==> config.mk <==
export PLATFORM = sky130hd
export DESIGN_NAME = sauria_eoc_collector
export DESIGN_NICKNAME = d
export VERILOG_FILES = /design/src/rtl/sauria_eoc_pkg.sv /design/src/rtl/sauria_eoc_collector.sv
export SDC_FILE = /design/constraint.sdc
export NUM_CORES = 1
export LEC_CHECK = 0
export ABC_AREA = 1
export CORE_MARGIN = 5
export CORE_UTILIZATION = 44
export DETAILED_ROUTE_END_ITERATION = 10
export PLACE_DENSITY = 0.8
export REMOVE_ABC_BUFFERS = 1
export SLEW_MARGIN = 15
export SYNTH_ARGS = -nofsm -noshare
export SYNTH_HDL_FRONTEND = slang
export SYNTH_SLANG_ARGS = --single-unit
export TNS_END_PERCENT = 30
==> constraint.sdc <==
create_clock -name clk_i -period 4.3 [get_ports clk_i]
set_clock_uncertainty 0.05 [all_clocks]
set_input_delay 0.86 -clock clk_i [delete_from_list [all_inputs] [get_ports clk_i]]
set_output_delay 0.86 -clock clk_i [all_outputs]
set_load 0.05 [all_outputs]
==> src/rtl/sauria_eoc_pkg.sv <==
// Shared types and helpers for the SAURIA end-of-computation collector.
// Exit words use the Cheshire scratch layout: bit0 = EOC flag, upper bits = exit code.
package sauria_eoc_pkg;

   typedef enum logic {
      WAIT_ALL = 1'b0,
      WAIT_ANY = 1'b1
   } mode_e;

   typedef enum logic [1:0] {
      IDLE    = 2'd0,
      ARMED   = 2'd1,
      DONE    = 2'd2,
      TIMEOUT = 2'd3
   } state_e;

   localparam int EocFlagBit   = 0;
   localparam int MaxCodeWidth = 63;

   typedef logic [MaxCodeWidth:0]   eoc_word_t;
   typedef logic [MaxCodeWidth-1:0] eoc_code_t;

   // Callers zero-extend the channel word and truncate the result to their code width.
   function automatic eoc_code_t eoc_code(input eoc_word_t word);
      return word[MaxCodeWidth:1];
   endfunction

endpackage

==> src/rtl/sauria_eoc_collector.sv <==
// Multi-channel end-of-computation collector: aggregates per-agent exit words into one
// SoC exit status and aborts with a timeout if progress stalls.
module sauria_eoc_collector
   import sauria_eoc_pkg::*;
#(
   parameter int NumCh           = 4,
   parameter int CodeWidth       = 31,
   parameter int CntWidth        = 32,
   parameter bit KickOnHeartbeat = 1'b1,
   localparam int ChW            = (NumCh > 1) ? $clog2(NumCh) : 1,
   localparam int WordW          = CodeWidth + 1
) (
   input  logic                   clk_i,
   input  logic                   rst_ni,
   input  logic                   start_i,
   input  logic                   clear_i,
   input  logic                   mode_i,
   input  logic [NumCh-1:0]       ch_en_i,
   input  logic [CntWidth-1:0]    timeout_i,
   input  logic [NumCh-1:0]       eoc_valid_i,
   input  logic [NumCh*WordW-1:0] eoc_word_i,
   output logic [NumCh-1:0]       eoc_ready_o,
   output logic                   busy_o,
   output logic                   done_o,
   output logic                   timeout_o,
   output logic                   pass_o,
   output logic [CodeWidth-1:0]   exit_code_o,
   output logic [ChW-1:0]         exit_ch_o,
   output logic [NumCh-1:0]       seen_o,
   output logic                   dup_o
);

   state_e               state_r, state_next_s;
   mode_e                mode_r;
   logic [NumCh-1:0]     ch_en_r, seen_r;
   logic [CntWidth-1:0]  timeout_r, cnt_r, cnt_next_s;
   logic                 dup_r, done_r, timeout_flag_r, pass_r;
   logic [CodeWidth-1:0] code_r, code_next_s;
   logic [ChW-1:0]       exit_ch_r, exit_ch_next_s;

   logic [CodeWidth-1:0] code_s [NumCh];
   logic [NumCh-1:0]     flag_s, nz_s, xfer_s, eoc_s, seen_next_s, pick_vec_s;
   logic [ChW-1:0]       pick_idx_s;
   logic                 pick_any_s, upd_s;
   logic                 arm_s, active_s, kick_s, complete_s, expire_s;

   assign eoc_ready_o = {NumCh{state_r == ARMED}} & ch_en_r;
   assign xfer_s      = eoc_valid_i & eoc_ready_o;
   assign eoc_s       = xfer_s & flag_s;
   assign seen_next_s = seen_r | eoc_s;
   assign kick_s      = KickOnHeartbeat & (|(xfer_s & ~flag_s));
   assign arm_s       = start_i & (state_r != ARMED);
   assign active_s    = (state_r == ARMED) & ~clear_i;

   // Split every channel word into its EOC flag and exit code.
   always_comb begin
      for (int i = 0; i < NumCh; i++) begin
         flag_s[i] = eoc_word_i[i*WordW + EocFlagBit];
         code_s[i] = CodeWidth'(eoc_code(eoc_word_t'(eoc_word_i[i*WordW +: WordW])));
         nz_s[i]   = eoc_s[i] & ~seen_r[i] & (code_s[i] != '0);
      end
   end

   // An empty enable mask completes immediately so the boot flow never waits on nothing.
   assign complete_s = (ch_en_r == '0) |
                       ((mode_r == WAIT_ANY) ? (|eoc_s) : (seen_next_s == ch_en_r));
   assign expire_s   = (timeout_r != '0) & (cnt_r == (timeout_r - CntWidth'(1))) & ~complete_s;

   // Lowest-index priority pick over the candidate code sources.
   always_comb begin
      pick_vec_s = (mode_r == WAIT_ANY) ? eoc_s : nz_s;
      pick_any_s = |pick_vec_s;
      pick_idx_s = '0;
      for (int i = NumCh - 1; i >= 0; i--) begin
         pick_idx_s = pick_vec_s[i] ? ChW'(i) : pick_idx_s;
      end
   end

   // Code selection: WAIT_ANY takes the first EOC, WAIT_ALL keeps the first nonzero code.
   always_comb begin
      upd_s = pick_any_s & ((mode_r == WAIT_ANY) | (code_r == '0));
      if (upd_s) begin
         code_next_s    = code_s[pick_idx_s];
         exit_ch_next_s = pick_idx_s;
      end else begin
         code_next_s    = code_r;
         exit_ch_next_s = exit_ch_r;
      end
   end

   // Saturating progress counter, restarted by heartbeat words.
   always_comb begin
      if (kick_s) begin
         cnt_next_s = '0;
      end else if ((timeout_r != '0) && (cnt_r != {CntWidth{1'b1}})) begin
         cnt_next_s = cnt_r + CntWidth'(1);
      end else begin
         cnt_next_s = cnt_r;
      end
   end

   // Next-state logic; start beats clear, and start is ignored while armed.
   always_comb begin
      state_next_s = state_r;
      case (state_r)
         IDLE: begin
            if (start_i) state_next_s = ARMED;
            else         state_next_s = IDLE;
         end
         ARMED: begin
            if (clear_i)         state_next_s = IDLE;
            else if (complete_s) state_next_s = DONE;
            else if (expire_s)   state_next_s = TIMEOUT;
            else                 state_next_s = ARMED;
         end
         DONE, TIMEOUT: begin
            if (start_i)      state_next_s = ARMED;
            else if (clear_i) state_next_s = IDLE;
            else              state_next_s = state_r;
         end
         default: state_next_s = IDLE;
      endcase
   end

   // State register.
   always_ff @(posedge clk_i or negedge rst_ni) begin
      if (!rst_ni) state_r <= IDLE;
      else         state_r <= state_next_s;
   end

   // Latched configuration and aggregated status.
   always_ff @(posedge clk_i or negedge rst_ni) begin
      if (!rst_ni) begin
         mode_r         <= WAIT_ALL;
         ch_en_r        <= '0;
         timeout_r      <= '0;
         cnt_r          <= '0;
         seen_r         <= '0;
         dup_r          <= 1'b0;
         done_r         <= 1'b0;
         timeout_flag_r <= 1'b0;
         pass_r         <= 1'b0;
         code_r         <= '0;
         exit_ch_r      <= '0;
      end else if (arm_s) begin
         mode_r         <= mode_e'(mode_i);
         ch_en_r        <= ch_en_i;
         timeout_r      <= timeout_i;
         cnt_r          <= '0;
         seen_r         <= '0;
         dup_r          <= 1'b0;
         done_r         <= 1'b0;
         timeout_flag_r <= 1'b0;
         pass_r         <= 1'b0;
         code_r         <= '0;
         exit_ch_r      <= '0;
      end else if (active_s) begin
         cnt_r          <= cnt_next_s;
         seen_r         <= seen_next_s;
         dup_r          <= dup_r | (|(eoc_s & seen_r));
         code_r         <= code_next_s;
         exit_ch_r      <= exit_ch_next_s;
         done_r         <= complete_s | expire_s;
         timeout_flag_r <= expire_s;
         pass_r         <= complete_s & (code_next_s == '0);
      end else begin
         done_r         <= 1'b0;
      end
   end

   assign busy_o      = (state_r == ARMED);
   assign done_o      = done_r;
   assign timeout_o   = timeout_flag_r;
   assign pass_o      = pass_r;
   assign exit_code_o = code_r;
   assign exit_ch_o   = exit_ch_r;
   assign seen_o      = seen_r;
   assign dup_o       = dup_r;

endmodule

==> impl_metrics.tcl, run 1 <==
set metrics [dict create \
    outcome "finished, final reports clean" \
    wl_per_cell_um 16.4 \
    grt_pass1_wl_um 47100 \
    pwr-share-comb_pct 61.2 \
    synth_top_area_cell "dfrtp_1" \
    worstPathArrival_ns 3.78 \
    reg2reg_to "pass_o" \
    critPathLaunch "eoc_word_i[42]" \
    clock_sinks 112 \
    cts_tree "done" \
    power_switching_mw 3.59 \
    track_usage_pct 25.6 \
    row_count 51 \
    clk_pin_slew_ns 0.07 \
    cp-end-kind "register" \
    hp-class "register to register" \
    clockRootBuffer "clkbuf_16" \
    worst_pin_slew_ns 0.705 \
    synth_mux_area_share_pct 0.680 \
    cp-endpoint "pass_o" \
    multiInputGateArea_sq_um 4920 \
    synthArstFlopShare_pct 100 \
    initial_core_util_pct 45.1 \
    grt_max_degree 53 \
    ioPinCount 219 \
    r2r_slack_ns 1.26 \
    via_per_inst 5.37 \
    synth_top_area_share_pct 31.8 \
    power_switching_share_pct 51.2 \
    synth_simple_gate_area_share_pct 39.8 \
    post-synth-top-count-cell "nand2_1" \
    whs_ns 0.443 \
    area_growth_pct 30.8 \
    routabilityCongestion 1.02 \
    num_vias 9776 \
    drive_above_1_share_pct 5.41 \
    max-clock-path-buffers 2 \
    antenna_found_initial 2 \
    post_cts_buffers 0 \
    worstSetupStartpointType "primary input" \
    wl_um 29900 \
    seqCellArea_sq_um 2800 \
    synthAdderAreaFrac_pct 0.284 \
    dr.pass1.iters 6 \
    crit_required_ns 4.50 \
    synthXorXnorAreaFrac_pct 6.45 \
    synth_compound_area_share_pct 8.35 \
    insertion_delay_ns 0.35 \
    cts_max_level 3 \
    internal-power_mw 3.42 \
    setup_tns_ns 0 \
    synthTopCellsByArea "dfrtp_1 32%, nand2_1 15%, nand3_1 9.8%" \
    rr_worst_depth 19 \
    p_clk_share_pct 13.7 \
    max-vdd-ir-drop_mv 0.555 \
    grt-ovfl-total 0 \
    core-area_sq_um 19600 \
    dieWidth_um 152 \
    maxCapViolations 0 \
    ys.flop_type "dfrtp_1" \
    rsz0062_at_grt "no" \
    post-route-util_pct 58.9 \
    path_max_fanout 19 \
    syn_area_sq_um 8830 \
    synthCells 1353 \
    port-buffer-count 218 \
    ctsResizeCount 0 \
    fin_ws_ns 0.715 \
    rr_startpoint "state_r[1]" \
    max_freq_mhz 279 \
    dieArea_sq_um 23000 \
    die_h_um 152 \
    fill_cells 1826 \
    synth_common_cells "359 x nand2_1, 206 x inv_1, 172 x nand3_1" \
    powerDensity_nw_per_um2 607 \
    synth_top_family_by_area "simple AND/OR/NAND/NOR gates" \
    dp_hpwl_um 23700 \
    numCtsBuffers 9 \
    final.period_utilization_pct 83.4 \
    yosysSeqAreaShare_pct 31.8 \
    synth_cell_type_count 50 \
    setup_violations 0 \
    grt_pass1_vias 9325 \
    hold_viol_final 0 \
    dp_slack_ns 0.447 \
    finalCriticalPeriod_ns 3.59 \
    synth.avg_cell_area_sq_um 6.52 \
    max_slew_margin_pct 53.0 \
    yosysWarningCount 0 \
    ant_nets 0 \
    final_nets 1724 \
    leakagePower_nw 5.46 \
    drc 0 \
    path_class "primary input to register" \
    drtIter0Drc 940 \
    synth-edff-count 0 \
    p_seq_share_pct 25.1 \
    synth.ff_latch_count 112 \
    ctsHoldBuffers 0 \
    drv_slew 0 \
]
## state kept, by name, summed over array words and instances, names as in the netlist, 2 cells and up
register,count
seen_o,4
ch_en_r,4
timeout_r,32
state_r,2
exit_code_o,31
exit_ch_o,2
cnt_r,32
## cells by family after synthesis
kind of cell,count (synthesis)
XOR/XNOR,65
AND/OR/NAND/NOR,780
AO/OA/AOI/OAI,122
flip-flops,112
adder cells (fa/ha/maj),2
buffers and inverters,268
multiplexers,4
## cells in the final DEF (no fill, tap or decap), types with 4 or more instances in the layout
cell             instances
a21oi_1                 21
buf_4                   18
clkbuf_16                9
clkdlybuf4s50_1        217
dfrtp_1                112
inv_1                  206
inv_2                    9
mux2_4                   4
nand2_1                358
nand2_2                  5
nand3_1                172
nand3_2                  4
nand3b_1                19
nand4_1                 25
nor2_1                 130
nor2_2                   9
nor2_4                   5
nor3_1                  26
nor4_1                  14
o21a_1                   4
o21ai_0                 36
o21ai_1                 12
o22ai_1                 30
xnor2_1                 15
xor2_1                  50
## layer usage
layer / track usage (%) / up-vias / wire, um
met3: 3.69 / 71 / 2340
met4: 8.63 / 0 / 993
met5: 0 / - / 0
met1: 34.4 / 4577 / 12600
met2: 42.6 / 415 / 13900
li1: - / 4713 / -
## worst min-delay path by stage
stage	startpoint	to	slack [ns]	depth (start not counted)
floorplan	timeout_r[30]	timeout_r[30]	0.43	2
finish	pass_o	pass_o	0.44	2
CTS	dup_o	dup_o	0.44	2
detailed placement	dup_o	dup_o	0.42	2
global placement	dup_o	dup_o	0.41	2
global route	dup_o	dup_o	0.46	2
## power by group through the flow
stage	clock network, mW	registers, mW	logic [mW]
floorplan	0	2.18	2.35
global placement	0	1.76	4.15
detailed placement	0	1.76	4.23
CTS	0.976	1.75	4.26
global route	1.02	1.81	4.69
finish	0.962	1.76	4.29
## worst max-delay path: stages
cell	delay, ns
clkdlybuf4s50_1	0.43
nor2_1	0.12
nand3_1	0.09
nor2_1	0.22
nand2_1	0.08
o21ai_0	0.17
nand2_1	0.07
nand2_1	0.14
nand2_1	0.12
nor2_2	0.44
buf_4	0.35
nand3_1	0.12
nand3_1	0.11
nand2_1	0.09
nand2_1	0.08
nor2_1	0.05
nand2_1	0.09
nor2_1	0.05
nand2_1	0.06
nand2_1	0.04
## stage by stage
step	power (mW)	instances	instance area [sq um]
global placement	5.91	1803	11200
finish	7.01	1821	11500
detailed placement	6.00	1803	11200
global route	7.52	1821	11500
CTS	6.99	1818	11500
floorplan	4.53	1302	8520
## cell type report
cell class | instances | share of cell area (%)
inverters | 217 | 7.06
repair buffers | 236 | 20.2
diodes | 3 | 0.0650
multi-input cells | 973 | 42.6
clock inverters | 6 | 1.01
flip-flops and latches | 112 | 24.3
well taps | 265 | 2.87
clock buffers | 9 | 1.95
(Power assumes the default switching activity.)
==> run 2, diff against run 1 <==
PLACE_DENSITY = 0.82   (was 0.8)
clock period = 3.08 ns   (was 4.3 ns; I/O delays follow)
==> impl_metrics.tcl, run 2 (synthesis gave the netlist of run 1 again) <==
set metrics [dict create \
    dp_slack_ns -0.459 \
    p_seq_share_pct 22.9 \
    drive_above_1_share_pct 14.6 \
    rsz0062_at_grt "yes" \
    internal-power_mw 5.38 \
    num_vias 10314 \
    area_growth_pct 45.9 \
    die_h_um 152 \
    seqCellArea_sq_um 2800 \
    p_clk_share_pct 11.3 \
    clock_sinks 112 \
    hp-class "primary input to async pin" \
    drc 0 \
    via_per_inst 5.25 \
    crit_top_cell "nand2_1" \
    powerDensity_nw_per_um2 830 \
    cp-end-kind "register" \
    dieArea_sq_um 23000 \
    pwr-share-comb_pct 65.7 \
    insertion_delay_ns 0.36 \
    port-buffer-count 218 \
    leakagePower_nw 6.20 \
    core-area_sq_um 19600 \
    ant_nets 0 \
    drv_slew 0 \
    max_freq_mhz 340 \
    power_switching_share_pct 49.7 \
    fin_ws_ns 0.141 \
    drtIter0Drc 771 \
    wl_um 32000 \
    crit_required_ns 3.28 \
    setup_violations 0 \
    max-vdd-ir-drop_mv 0.852 \
    power_switching_mw 5.31 \
    crit_family "simple AND/OR/NAND/NOR gates" \
    wl_per_cell_um 16.3 \
    max-clock-path-buffers 2 \
    fill_cells 1738 \
    path_buf_inv 4 \
    cpPeakStageDelay_ns 0.40 \
    rr_startpoint "timeout_r[8]" \
    path_class "primary input to register" \
    hold_viol_final 0 \
    routabilityCongestion 0.968 \
    dp_hpwl_um 25300 \
    multiInputGateArea_sq_um 5020 \
    path_cells "clkdlybuf4s50_1 -> inv_1 -> nand4_1 -> nor2_2 -> nand2_1 -> o21ai_0 -> nand2_1 -> nand2_2 -> nand2_2 -> nor2_2 -> buf_12 -> buf_4 -> nand3_1 -> nand3_1 -> nand2_1 -> nand2_1 -> nor2_1 -> nand2_1 -> nor2_1 -> nand2_1 -> nand2_1" \
    initial_core_util_pct 45.1 \
    final.period_utilization_pct 95.4 \
    numCtsBuffers 9 \
    final_common_cell "nand2_1" \
    post-route-util_pct 65.7 \
    critPathLaunch "eoc_word_i[15]" \
    finalCriticalPeriod_ns 2.94 \
    path_max_fanout 30 \
    worst_pin_slew_ns 0.618 \
    final_nets 1870 \
    clk_pin_slew_ns 0.08 \
    antenna_found_initial 0 \
    grt_pass1_vias 9689 \
    grt_pass1_wl_um 49300 \
    ioPinCount 219 \
    antenna_cells 0 \
    worstPathArrival_ns 3.14 \
    worstSetupStartpointType "primary input" \
    grt-ovfl-total 0 \
    dr.pass1.iters 6 \
    cts_tree "done" \
    track_usage_pct 27.1 \
    clockRootBuffer "clkbuf_16" \
    max_slew_margin_pct 58.7 \
    cpMaxStageDelayCell "clkdlybuf4s50_1" \
    outcome "finished, final reports clean" \
    row_count 51 \
    final_cell_mix "354 x nand2_1, 216 x clkdlybuf4s50_1, 206 x inv_1, 170 x nand3_1, 150 x buf_4" \
    cts_max_level 3 \
    maxCapViolations 0 \
    grt_max_degree 62 \
    dieWidth_um 152 \
]
run 2: worst paths after layout:
kind	endpoint	slack [ns]	cells after the start
hold reg to reg	exit_ch_o[0]	0.44	2
min in group clk_i	exit_ch_o[0]	0.44	2
setup reg to reg	cnt_r[19]	0.23	11
max in group asynchronous	cnt_r[3]	2.03	2
hold / removal	timeout_r[31]	0.19	1
setup / recovery	pass_o	0.14	21
run 2: area by class of cell:
cell class                 instances  area share [%]
tap                              265            2.57
multi-input combinational        973            39.0
clock inverter                     6           0.583
sequential                       112            21.8
clock buffer                      10            1.78
inverter                         217            6.36
timing repair buffer             382            28.0
run 2: timing repair:
| action | in CTS | in global routing |
|---|---|---|
| pin swaps | 0 | 3 |
| endpoints found under the setup margin | 1 | 57 |
| buffers inserted | 0 | 3 |
| hold buffers | 0 | 0 |
| resized for setup | 3 | 29 |
| gates cloned | 0 | 3 |
run 2: power by group through the flow:
stage	Combinational, mW	Clock [mW]	Sequential, mW
6_report	7.03	1.21	2.45
5_1_grt	7.58	1.30	2.52
4_1_cts	6.74	1.23	2.44
3_5_place_dp	6.70	0	2.46
3_3_place_gp	6.57	0	2.45
2_1_floorplan	3.28	0	3.04
run 2: routing by layer:
metal	vias up	part of all wire, %	wire [um]	track usage, %
li1	4996	-	-	-
met1	4812	42	13500	36.2
met2	424	47	14900	44.5
met3	82	7.4	2360	4.76
met4	0	3.9	1240	8.89
met5	-	0	0	0
run 2: worst register-to-register path: stages (launching register included):
cell,delay (ns)
dfrtp_1,0.46
nor2_1,0.24
nand2_1,0.14
nor2_1,0.14
nand3_2,0.15
nor2_4,0.18
nand4_2,0.12
o41ai_4,0.53
nand2_8,0.31
nand2_2,0.19
nor3_1,0.06
o21a_1,0.17
run 2: per-stage QoR:
step / cell area [sq um] / setup TNS (ns) / hold slack, ns / instances / total power [mW]
after detailed placement: 12400 / -9.16 / 0.422 / 1943 / 9.16
after floorplan: 8520 / -94.89 / 0.270 / 1302 / 6.32
after CTS: 12700 / 0 / 0.212 / 1959 / 10.4
after global routing: 12900 / -0.0623 / 0.242 / 1965 / 11.4
after global placement: 12400 / -7.08 / 0.421 / 1943 / 9.03
final: 12900 / 0 / 0.193 / 1965 / 10.7
==> RTL edit (config.mk and constraints of run 2) <==
Set the parameter `CodeWidth` to 62 (it was 31).
--- a/src/rtl/sauria_eoc_collector.sv
+++ b/src/rtl/sauria_eoc_collector.sv
@@ -5,5 +5,5 @@
 #(
    parameter int NumCh           = 4,
-   parameter int CodeWidth       = 31,
+   parameter int CodeWidth       = 62,
    parameter int CntWidth        = 32,
    parameter bit KickOnHeartbeat = 1'b1,
Ports: changed (resized eoc_word_i and exit_code_o); port bits go from 219 to 374. The function was not compared with the original's and may differ.
==> RTL edit against run 2 <==
  * The flow now finishes with violations (negative setup slack)
  * Worst setup slack lost 0.25 ns
  * Cell area grew 58%
  * Register-to-register slack lost 0.12 ns
  * Sequential share of layout area shrank 4.1 points
  * Die area grew 38%
  * Non-clock buffer count grew 331
  * First-iteration DRC count grew 130%
  * Routed wire length grew 84%
  * Fmax shrank 7.9%
  * Power grew 46%
  * Area after synthesis grew 41%
  * Sequential cell count grew 31
  * Highest routed layer is now met5
==> RTL edit: results (changes against run 2) <==
[outcome]
status = finished with violations  ; was complete, no violations
violations = negative setup slack

[logic_synthesis]
synth.area.top_cells = dfrtp_1 (29%), nand2_1 (19%), nand3_1 (10%), inv_1 (10%), nor2_1 (6.3%)  ; was dfrtp_1 (32%), nand2_1 (15%), nand3_1 (9.8%), inv_1 (8.8%), nor2_1 (5.6%)
syn_area_per_cell_sq_um = 5.98  ; was 6.52 sq um
yosysUniqueCellTypes = 45  ; was 50
ys_seq_area_share_pct = 28.8  ; was 31.8%
synth_common_cells = nand2_1 (629), inv_1 (333), nand3_1 (253)  ; was nand2_1 (359), inv_1 (206), nand3_1 (172)

[global_route]
grtUsageTotal_pct = 35.3  ; was 27.1%
grt_antenna_before_repair = 6  ; was 0
grtUsageMet3_pct = 6.23  ; was 4.76%
grt_pass1_wl_um = 88400  ; was 49300 um
use_met1_pct = 44.1  ; was 36.2%
met2_usage_pct = 59.5  ; was 44.5%
grt_max_degree = 77  ; was 62

[cts]
htree_num_levels = 4  ; was 3
clock_latency_ns = 0.43  ; was 0.36 ns
numCtsBuffers = 17  ; was 9

[place]
hpwl_um = 44100  ; was 25300 um
gp_congestion = 0.992  ; was 0.968
place_area_sq_mm = 0.0184  ; was 0.0124 sq mm
place_ws_ns = -0.925  ; was -0.459 ns
port_buffers = 373  ; was 218

[worst_setup_path]
critPathLaunch = eoc_word_i[95]  ; was eoc_word_i[15]
critPathMaxStageDelay_ns = 0.24  ; was 0.40 ns
cp.arrival_ns = 3.51  ; was 3.14 ns
path_max_fanout = 7  ; was 30
rrSetupSlack_ns = 0.11  ; was 0.23 ns
slowest_stage = dlygate4sd2_1  ; was clkdlybuf4s50_1
r2r_cells = 17  ; was 11
regToRegStartpoint = exit_code_o[56]  ; was timeout_r[8]

[timing]
max_slew_margin_pct = 51.0  ; was 58.7%
holdWs_ns = 0.154  ; was 0.193 ns
fin_setup_tns_ns = -0.119  ; was 0 ns
setup_viol = 2  ; was 0
fin_ws_ns = -0.110  ; was 0.141 ns

[final_layout]
fin_cells = 3120  ; was 1965
drive_gt1_share_pct = 21.6  ; was 14.6%
finalNetCount = 3021  ; was 1870

[route]
wl_met3_um = 5500  ; was 2360 um
first_pass_iters = 6  ; unchanged
routed.top_layer = met5  ; was met4
dr_wl_met2_um = 27600  ; was 14900 um
drt_iter0_drc = 1772  ; was 771
viasPerCell = 5.44  ; was 5.25
drt-total-wl_um = 59000  ; was 32000 um
drc = 0  ; unchanged
wl_met1_um = 22600  ; was 13500 um

[power_and_ir_drop]
total_leakage_power_nw = 10.5  ; was 6.20 nW
p_sw_mw = 7.91  ; was 5.31 mW
pg_seq_mw = 3.05  ; was 2.45 mW
intPower_mw = 7.67  ; was 5.38 mW
power_frac_comb_pct = 66.8  ; was 65.7%
ir_worst_vdd_mv = 0.692  ; was 0.852 mV

-- RTL edit: cell families (layout without fill, tap and decap cells) --
| family | Yosys count | in the layout | synth area share, % |
|---|---|---|---|
| other cells | 0 | 7 | 0 |
| buf+inv | 439 | 1094 | 14.4 |
| fa+ha+maj | 2 | 2 | 0.201 |
| compound gates | 174 | 174 | 7.67 |
| simple gates | 1269 | 1269 | 45.2 |
| flops | 143 | 143 | 28.8 |
| xor+xnor | 53 | 53 | 3.73 |
-- RTL edit: cell type report --
class	count	area (sq um)
well taps	378	473
multi-input cells	1498	7560
fillers	2244	7550
clock buffers	17	425
inverters	349	1320
diodes	7	17.5
repair buffers	713	6760
clock inverters	15	174
flip-flops and latches	143	3580
-- RTL edit: timing repair --
action / 4_1_cts / 5_1_grt
setup buffers: 62 / 19
gates resized for setup: 229 / 155
pin swaps: 131 / 82
endpoints found under the setup margin: 35 / 16
cloned: 5 / 2
